File: config.mk
export PLATFORM = sky130hd
export DESIGN_NAME = bus_frame_receiver
export DESIGN_NICKNAME = d
export VERILOG_FILES = /design/src/rtl/bus_frame_pkg.sv /design/src/rtl/bus_frame_receiver_crc4_serial.sv /design/src/rtl/bus_frame_receiver.sv
export SDC_FILE = /design/constraint.sdc
export NUM_CORES = 1
export LEC_CHECK = 0
export CAP_MARGIN = 20
export CELL_PAD_IN_SITES_DETAIL_PLACEMENT = 0
export CELL_PAD_IN_SITES_GLOBAL_PLACEMENT = 1
export CORE_ASPECT_RATIO = 1.25
export CORE_MARGIN = 1
export CORE_UTILIZATION = 45
export CTS_CLUSTER_DIAMETER = 120
export DETAILED_ROUTE_END_ITERATION = 10
export HOLD_SLACK_MARGIN = 0.05
export PLACE_DENSITY_LB_ADDON = 0.12
export SLEW_MARGIN = 5
export SYNTH_ARGS = -nofsm -noshare
export SYNTH_HDL_FRONTEND = slang
export SYNTH_SLANG_ARGS = --single-unit
export TNS_END_PERCENT = 100
File: constraint.sdc
create_clock -name clock -period 5.5 [get_ports clock]
set_input_delay 0.825 -clock clock [delete_from_list [all_inputs] [get_ports clock]]
set_output_delay 0.825 -clock clock [all_outputs]
set_load 0.01 [all_outputs]
File: src/rtl/bus_frame_pkg.sv
// Shared definitions for the serial bus frame format (used by transmit and receive sides).
package bus_frame_pkg;

    localparam int unsigned ADDR_W    = 4;
    localparam int unsigned DATA_W    = 64;
    localparam int unsigned CRC_W     = 4;
    localparam int unsigned FRAME_LEN = 1 + ADDR_W + DATA_W + CRC_W;

    // Bit counter only has to hold the widest field minus one.
    localparam int unsigned BIT_CNT_W = $clog2(DATA_W);

    localparam logic [CRC_W-1:0]  CRC_POLY   = 4'b0011;
    localparam logic [ADDR_W-1:0] BCAST_ADDR = 4'hF;

    // Receive FSM states.
    localparam logic [1:0] StIdle = 2'd0;
    localparam logic [1:0] StAddr = 2'd1;
    localparam logic [1:0] StData = 2'd2;
    localparam logic [1:0] StCrc  = 2'd3;

    // One step of the serial CRC-4 (x^4+x+1), MSB-first.
    function automatic logic [CRC_W-1:0] crc4_next(input logic [CRC_W-1:0] crc,
                                                   input logic            b);
        logic fb;
        fb = crc[CRC_W-1] ^ b;
        return {crc[CRC_W-2:0], 1'b0} ^ (fb ? CRC_POLY : {CRC_W{1'b0}});
    endfunction

endpackage

File: src/rtl/bus_frame_receiver_crc4_serial.sv
// Serial CRC-4 generator; identical instance sits on the transmit side.
module crc4_serial
    import bus_frame_pkg::*;
(
    input  logic             clk_i,
    input  logic             rst_ni,
    input  logic             clear_i,
    input  logic             en_i,
    input  logic             bit_i,
    output logic [CRC_W-1:0] crc_o
);

    logic [CRC_W-1:0] crc_d, crc_q;

    // Clear has priority so a start bit always restarts the remainder.
    always_comb begin
        crc_d = crc_q;
        if (clear_i) begin
            crc_d = '0;
        end else if (en_i) begin
            crc_d = crc4_next(crc_q, bit_i);
        end
    end

    // Remainder register.
    always_ff @(posedge clk_i or negedge rst_ni) begin
        if (!rst_ni) begin
            crc_q <= '0;
        end else begin
            crc_q <= crc_d;
        end
    end

    assign crc_o = crc_q;

endmodule

File: src/rtl/bus_frame_receiver.sv
// Per-node serial frame receiver: deserialize, CRC check, address filter, statistics.
module bus_frame_receiver
    import bus_frame_pkg::*;
#(
    parameter logic [3:0]  NODE_ADDR  = 4'd1,
    parameter logic [3:0]  BCAST_ADDR = bus_frame_pkg::BCAST_ADDR,
    parameter int unsigned CNT_W      = 16
) (
    input  logic              clock,
    input  logic              reset_n,
    input  logic              bus_in,
    output logic [DATA_W-1:0] rx_data,
    output logic [ADDR_W-1:0] rx_addr,
    output logic              rx_valid,
    output logic              crc_err,
    output logic              busy,
    output logic [CNT_W-1:0]  frames_ok,
    output logic [CNT_W-1:0]  frames_bad
);

    logic [1:0]           state_d, state_q;
    logic [BIT_CNT_W-1:0] bit_cnt_d, bit_cnt_q;
    logic [ADDR_W-1:0]    addr_sr_d, addr_sr_q;
    logic [DATA_W-1:0]    data_sr_d, data_sr_q;
    logic [CRC_W-1:0]     crc_rx_d, crc_rx_q;
    logic [DATA_W-1:0]    rx_data_d, rx_data_q;
    logic [ADDR_W-1:0]    rx_addr_d, rx_addr_q;
    logic                 rx_valid_d, rx_valid_q;
    logic                 crc_err_d, crc_err_q;
    logic [CNT_W-1:0]     frames_ok_d, frames_ok_q;
    logic [CNT_W-1:0]     frames_bad_d, frames_bad_q;

    logic                 crc_clear, crc_en, decide;
    logic [CRC_W-1:0]     crc_calc;
    logic [CRC_W-1:0]     crc_rx_full;
    logic                 addr_hit;

    crc4_serial u_crc (
        .clk_i   (clock),
        .rst_ni  (reset_n),
        .clear_i (crc_clear),
        .en_i    (crc_en),
        .bit_i   (bus_in),
        .crc_o   (crc_calc)
    );

    // Received CRC including the bit being sampled this cycle.
    assign crc_rx_full = {crc_rx_q[CRC_W-2:0], bus_in};
    assign addr_hit    = (addr_sr_q == NODE_ADDR) || (addr_sr_q == BCAST_ADDR);

    // Frame FSM and field shift registers.
    always_comb begin
        state_d   = state_q;
        bit_cnt_d = bit_cnt_q;
        addr_sr_d = addr_sr_q;
        data_sr_d = data_sr_q;
        crc_rx_d  = crc_rx_q;
        crc_clear = 1'b0;
        crc_en    = 1'b0;
        decide    = 1'b0;
        case (state_q)
            StIdle: begin
                if (bus_in) begin
                    state_d   = StAddr;
                    bit_cnt_d = BIT_CNT_W'(ADDR_W - 1);
                    crc_clear = 1'b1;
                end
            end
            StAddr: begin
                addr_sr_d = {addr_sr_q[ADDR_W-2:0], bus_in};
                crc_en    = 1'b1;
                if (bit_cnt_q == '0) begin
                    state_d   = StData;
                    bit_cnt_d = BIT_CNT_W'(DATA_W - 1);
                end else begin
                    bit_cnt_d = bit_cnt_q - 1'b1;
                end
            end
            StData: begin
                data_sr_d = {data_sr_q[DATA_W-2:0], bus_in};
                crc_en    = 1'b1;
                if (bit_cnt_q == '0) begin
                    state_d   = StCrc;
                    bit_cnt_d = BIT_CNT_W'(CRC_W - 1);
                end else begin
                    bit_cnt_d = bit_cnt_q - 1'b1;
                end
            end
            default: begin
                crc_rx_d = crc_rx_full;
                if (bit_cnt_q == '0) begin
                    state_d = StIdle;
                    decide  = 1'b1;
                end else begin
                    bit_cnt_d = bit_cnt_q - 1'b1;
                end
            end
        endcase
    end

    // Accept/reject decision on the last CRC bit; strobes are single-cycle.
    always_comb begin
        rx_data_d    = rx_data_q;
        rx_addr_d    = rx_addr_q;
        rx_valid_d   = 1'b0;
        crc_err_d    = 1'b0;
        frames_ok_d  = frames_ok_q;
        frames_bad_d = frames_bad_q;
        if (decide) begin
            if (crc_rx_full != crc_calc) begin
                crc_err_d = 1'b1;
                if (frames_bad_q != '1) frames_bad_d = frames_bad_q + CNT_W'(1);
            end else if (addr_hit) begin
                rx_valid_d = 1'b1;
                rx_data_d  = data_sr_q;
                rx_addr_d  = addr_sr_q;
                if (frames_ok_q != '1) frames_ok_d = frames_ok_q + CNT_W'(1);
            end
        end
    end

    // State and output registers.
    always_ff @(posedge clock or negedge reset_n) begin
        if (!reset_n) begin
            state_q      <= StIdle;
            bit_cnt_q    <= '0;
            addr_sr_q    <= '0;
            data_sr_q    <= '0;
            crc_rx_q     <= '0;
            rx_data_q    <= '0;
            rx_addr_q    <= '0;
            rx_valid_q   <= 1'b0;
            crc_err_q    <= 1'b0;
            frames_ok_q  <= '0;
            frames_bad_q <= '0;
        end else begin
            state_q      <= state_d;
            bit_cnt_q    <= bit_cnt_d;
            addr_sr_q    <= addr_sr_d;
            data_sr_q    <= data_sr_d;
            crc_rx_q     <= crc_rx_d;
            rx_data_q    <= rx_data_d;
            rx_addr_q    <= rx_addr_d;
            rx_valid_q   <= rx_valid_d;
            crc_err_q    <= crc_err_d;
            frames_ok_q  <= frames_ok_d;
            frames_bad_q <= frames_bad_d;
        end
    end

    assign rx_data    = rx_data_q;
    assign rx_addr    = rx_addr_q;
    assign rx_valid   = rx_valid_q;
    assign crc_err    = crc_err_q;
    assign busy       = (state_q != StIdle);
    assign frames_ok  = frames_ok_q;
    assign frames_bad = frames_bad_q;

endmodule
**Yosys cells after proc, flatten, opt, wreduce, memory -nomap -nowiden**

Cells that the tools add are included.

- Add/sub/neg operators: 3
- Equal/unequal tests: 11
- Muxes and demuxes: 23
- Bitwise operators: 3
- Reduce and logical (&&, ||, !) cells: 13

Operators with widths:

| kind | number |
|---|---|
| 16-bit by 1-bit adder with 16-bit output, second input constant | 2 |
| 16-bit inequality test, second input constant | 2 |
| 6-bit 2-to-1 mux | 4 |
| 6-bit case mux with 3 select lines | 1 |
| 1-bit 2-to-1 mux | 10 |
| 2-bit 2-to-1 mux | 5 |
| 4-bit 2-to-1 mux | 2 |
| 4-bit AND reduction | 2 |
| 6-bit logical NOT | 1 |
| 2-bit inequality test, second input constant | 3 |
| 2-bit case mux with 3 select lines | 1 |
| 3-bit AND reduction | 2 |
| 2-bit nonzero test | 3 |
| 6-bit by 1-bit subtractor with 6-bit output, second input constant | 1 |
| 4-bit by 1-bit equality test with 1-bit output, second input constant | 1 |
| 4-bit equality test, second input constant | 1 |
| 4-bit by 1-bit inequality test with 1-bit output, second input constant | 1 |
| 4-bit inequality test | 1 |
| 4-bit bitwise XOR | 1 |
| 3-bit OR reduction | 1 |
| 2-bit by 1-bit equality test with 1-bit output, second input constant | 1 |
| 2-bit equality test, second input constant | 1 |
| 2-bit logical NOT | 1 |
| 2-bit AND reduction | 1 |
| other kinds (4) | 4 |

- Bits in registers: 185
- Output and inout port bits: 103

**Logic depth before layout (Yosys ltp)**

- Depth after elaboration: 5
- Depth in mapped cells: 9

**Hierarchy**

From an unflattened synthesis, not the netlist that was laid out.

- Cells, all modules: 676
- Area total of the unflattened synthesis: 7543.5 um^2

By module, submodules not included:

| module | instances | cells each | area each (um^2) | sequential area each (um^2) |
|---|---|---|---|---|
| bus_frame_receiver | 1 | 659 | 7354.6 | 4529.3 |
| crc4_serial | 1 | 17 | 188.9 | 100.1 |

**Least setup slack after synthesis**

No wires, ideal clock.

- Kind: in2reg
- Start point: input port bus_in
- End point: register frames_ok_q[1] (netlist: frames_ok[1])
- Library setup time: 0.125 ns
- Data arrival time: 2.217 ns
- Required time: 5.375 ns
- Slack: 3.158 ns
- Stages: 7
- Path buffers: 2
- Path through: buf_2 -> xor2_1 -> nor4_4 -> nand3_2 -> buf_2 -> a21oi_1 -> mux2_2

- Longest elaborated chain between the ends: 3

RTL lines:

| what | line | RTL |
|---|---|---|
| start, declared | bus_frame_receiver.sv:11 | `input logic bus_in,` |
| 4-bit inequality test | bus_frame_receiver.sv:110 | `if (crc_rx_full != crc_calc) begin` |
| 1-bit NOT (no source line) | -- |  |
| 4-bit AND reduction (no source line) | -- |  |
| end signal, assigned | bus_frame_receiver.sv:146 | `frames_ok_q <= frames_ok_d;` |
| end, declared | bus_frame_receiver.sv:30 | `logic [CNT_W-1:0] frames_ok_d, frames_ok_q;` |

Every way passes these cells.
A chain may end at the register's enable or synchronous reset.

**Worst setup path after layout**

- Start point: input port bus_in
- End point: register rx_data_q[3] (netlist: rx_data[3])

- Longest elaborated chain between the ends: 3

RTL lines:

| what | line | RTL |
|---|---|---|
| 4-bit inequality test | bus_frame_receiver.sv:110 |  |
| 1-bit NOT (no source line) | -- |  |
| 3-bit AND reduction (no source line) | -- |  |
| end signal, assigned | bus_frame_receiver.sv:142 | `rx_data_q <= rx_data_d;` |
| end, declared | bus_frame_receiver.sv:26 | `logic [DATA_W-1:0] rx_data_d, rx_data_q;` |

Every way passes these cells.

==> summary.txt <==
Pwr
  • Maximum vdd drop: 0.276 mV
  • Final Power: 3.76 mW
  • Power Dens Cells: around 400 mW/mm^2
  • Leakage: 4.57 nW

Detailed routing
  • Vias: 5002
  • Final wirelength: 14400 um
  • Routed len/inst: 14.4 um
  • Via/cell ratio: 5.01
  • DR DRC count: 0
  • Metal3 WL: 398 um
  • Drt pass-1 iters: 4
  • DR top layer: met4
  • Detail Route Antenna Nets: 0
  • Wire length on met1: about 6600 um
  • DRT iter0 DRCs: 352
  • Met2 WL post-DR: 7250 um

Setup path
  • CP Capture Type: flop
  • WP data arrival: 3500 ps
  • CP max FO: 47
  • Setup Crit Path Kind: primary input to flop
  • Setup crit start kind: primary input
  • Critical Path RT: 5870 ps

Synthesis
  • Ys flop type: dfrtp_1
  • Post-synth ARST share: 100%
  • Seq/Total Area, Yosys: 61.3%
  • Ranking of synthesized cells by area: dfrtp_1 (61%), mux2_2 (11%), nand2_1 (11%)
  • Post-synthesis cell type count: 40
  • Count leader, synth: nand2_1
  • Number of flops mapped to enable cells by yosys: 0
  • YS warnings: 0
  • Yosys top cell area share: 61.3%
  • Synthesized area per cell: 11.2 sq um
  • Mapped Area: 0.00755 sq mm
  • #FFs+latches synth: 185
  • Synthesized Nets: 684
  • Top post-synthesis cells by count: nand2_1 (219), dfrtp_1 (185), mux2_2 (74), xnor2_1 (23), clkbuf_1 (18)
  • Cells after synthesis: between 600 and 700
  • Area leader, netlist: dfrtp_1

Place
  • Dpl ws: 1910 ps
  • Number of port buffers: 105
  • RD Place Congestion: 0.767
  • Post-DP HPWL: 9470 um
  • DP Area: 0.00879 sq mm

Clocking
  • Clock Path Buffers: 2
  • Setup bufs post-CTS: 0
  • Clock-pin slew on the worst setup and hold paths: approximately 70 ps
  • Clock Tree Root: clkbuf_16
  • # H-tree levels: 4
  • Post-CTS sizing: 0
  • Hold buffers post-CTS: 0
  • Clk_lat worst skew: 430 ps
  • CTS Buf Count: 17
  • CTS tree: done
  • Clk sinks: 185

Timing
  • Final setup fails: 0
  • Clk_skew: 7.97 ps
  • Final Critical Period: 3130 ps
  • Period utilization: 56.9%
  • RSZ-0062 raised after global routing: false
  • Hold Vio Cnt, Final: 0
  • Post-route setup slack: 2370 ps
  • Slew Viols, Final: 0
  • Relative slew slack: 29.3%
  • F_max: 0.320 GHz
  • Slew @ Worst Pin: 1060 ps
  • Sum of negative setup slack: 0 ps

Layout
  • Layout area overhead: 24.7%
  • Design area: between 0.009 and 0.01 sq mm
  • Number of fill cells in the layout: 1440
  • Util after Layout: 57.7%
  • Nets: 780
  • Fraction of layout instances using a drive strength above 1: 15.0%

Floorplan
  • DIE AREA: 0.0173 sq mm
  • Die height: 147 um
  • Row Count: 52
  • Ports: ~110
  • Starting density of the core: about 46%
  • Die W: 118 um
  • Core region area: 0.0163 sq mm

Global routing
  • Number of global-route vias before repair: 5192
  • Initial antenna violation count: 0
  • Tot GR Track Use: between 10% and 20%
  • Remaining Overflow, GRT: 0
  • Pin count of the biggest net entering global routing: 100
  • First-pass GRT wire length: 25500 um

Run status
  • Status: complete, no violations

Job
  • Max Cap Viol: 0

Hold path
  • Hold WC Path Type: primary input to async pin
-- where the power goes --
part / internal (mW) / leakage, nW / switching (mW)
sequential: 1.52 / 2.52 / 0.136
clock: 0.763 / 0.297 / 0.522
combinational: 0.401 / 1.75 / 0.416
total: 2.68 / 4.57 / 1.07
-- registers in the layout, indices dropped and copies added, names as in the netlist --
name,count
rx_valid,1
data_sr_q,64
crc_rx_q,3
u_crc.crc_o,4
rx_data,64
rx_addr,4
frames_ok,16
state_q,2
crc_err,1
bit_cnt_q,6
addr_sr_q,4
frames_bad,16
-- cells in the final DEF (no fill, tap or decap), types with 5 or more instances in the layout --
| cell type | netlist | layout |
|---|---|---|
| mux2_2 | 74 | 74 |
| nand3_1 | 17 | 17 |
| nor3_1 | 8 | 8 |
| nor2_1 | 17 | 17 |
| xnor2_1 | 23 | 23 |
| inv_1 | 8 | 8 |
| nand2_1 | 219 | 219 |
| xor2_1 | 12 | 12 |
| clkbuf_16 | 0 | 17 |
| dfrtp_1 | 185 | 185 |
| o21ai_0 | 7 | 7 |
| ha_1 | 8 | 7 |
| nand4_1 | 13 | 13 |
| clkdlybuf4s50_1 | 0 | 104 |
| a21oi_1 | 10 | 10 |
| nand2b_1 | 5 | 5 |
-- per-layer routing --
layer,track usage (%),up-vias
li1,-,2425
met1,23.5,2480
met2,30.8,76
met3,4.08,21
met4,6.54,0
met5,0,-
-- stage by stage --
stage,std cells,hold WS (ps)
after detailed placement,966,455
after global placement,966,449
final,999,422
after floorplan,673,442
after CTS,998,470
after global routing,998,491
-- final cells by class --
class	count	area, sq um	share of cell area, %
Sequential cell	185	4630	49.1
Multi-Input combinational cell	449	2780	29.5
Timing Repair Buffer	108	1090	11.5
Clock buffer	18	429	4.56
Tap cell	216	270	2.87
Clock inverter	14	196	2.08
Inverter	8	30.0	0.319
Antenna cell	1	2.50	0.0266
-- logic make-up (layout without fill, tap and decap cells) --
logic type,count (synthesis),count (layout),share of synthesized area (%)
AOI/OAI and AO/OA,31,31,2.62
xor gates and xnor gates,35,35,4.06
adders and majority gates,8,8,1.33
buffers and inverters,39,148,2.14
DFF,185,185,61.3
muxes,78,78,11.6
other,0,1,0
and+or+nand+nor,297,297,17.0
-- final timing paths --
path | cells after the start | end | start | slack, ps
worst max-delay path | 7 | rx_data[3]$_DFFE_PN0P_ | bus_in | 2370
worst min-delay path | 1 | rx_data[8]$_DFFE_PN0P_ | reset_n | 420
worst max register to register | 7 | frames_bad[11]$_DFFE_PN0P_ | bit_cnt_q[0]$_DFFE_PN0P_ | 2660
worst min register to register | 2 | rx_data[18]$_DFFE_PN0P_ | rx_data[18]$_DFFE_PN0P_ | 460
max in group asynchronous | 2 | rx_data[36]$_DFFE_PN0P_ | reset_n | 4090
min in group clock | 2 | rx_data[18]$_DFFE_PN0P_ | rx_data[18]$_DFFE_PN0P_ | 460
-- critical path, cell delays in order --
cell and delay (ps):
clkdlybuf4s50_1 590, xor2_1 270, nor4_4 330, and3_2 870, buf_4 430, nand2_1 100, nand2_1 80
Power figures use the tool's default switching activity.
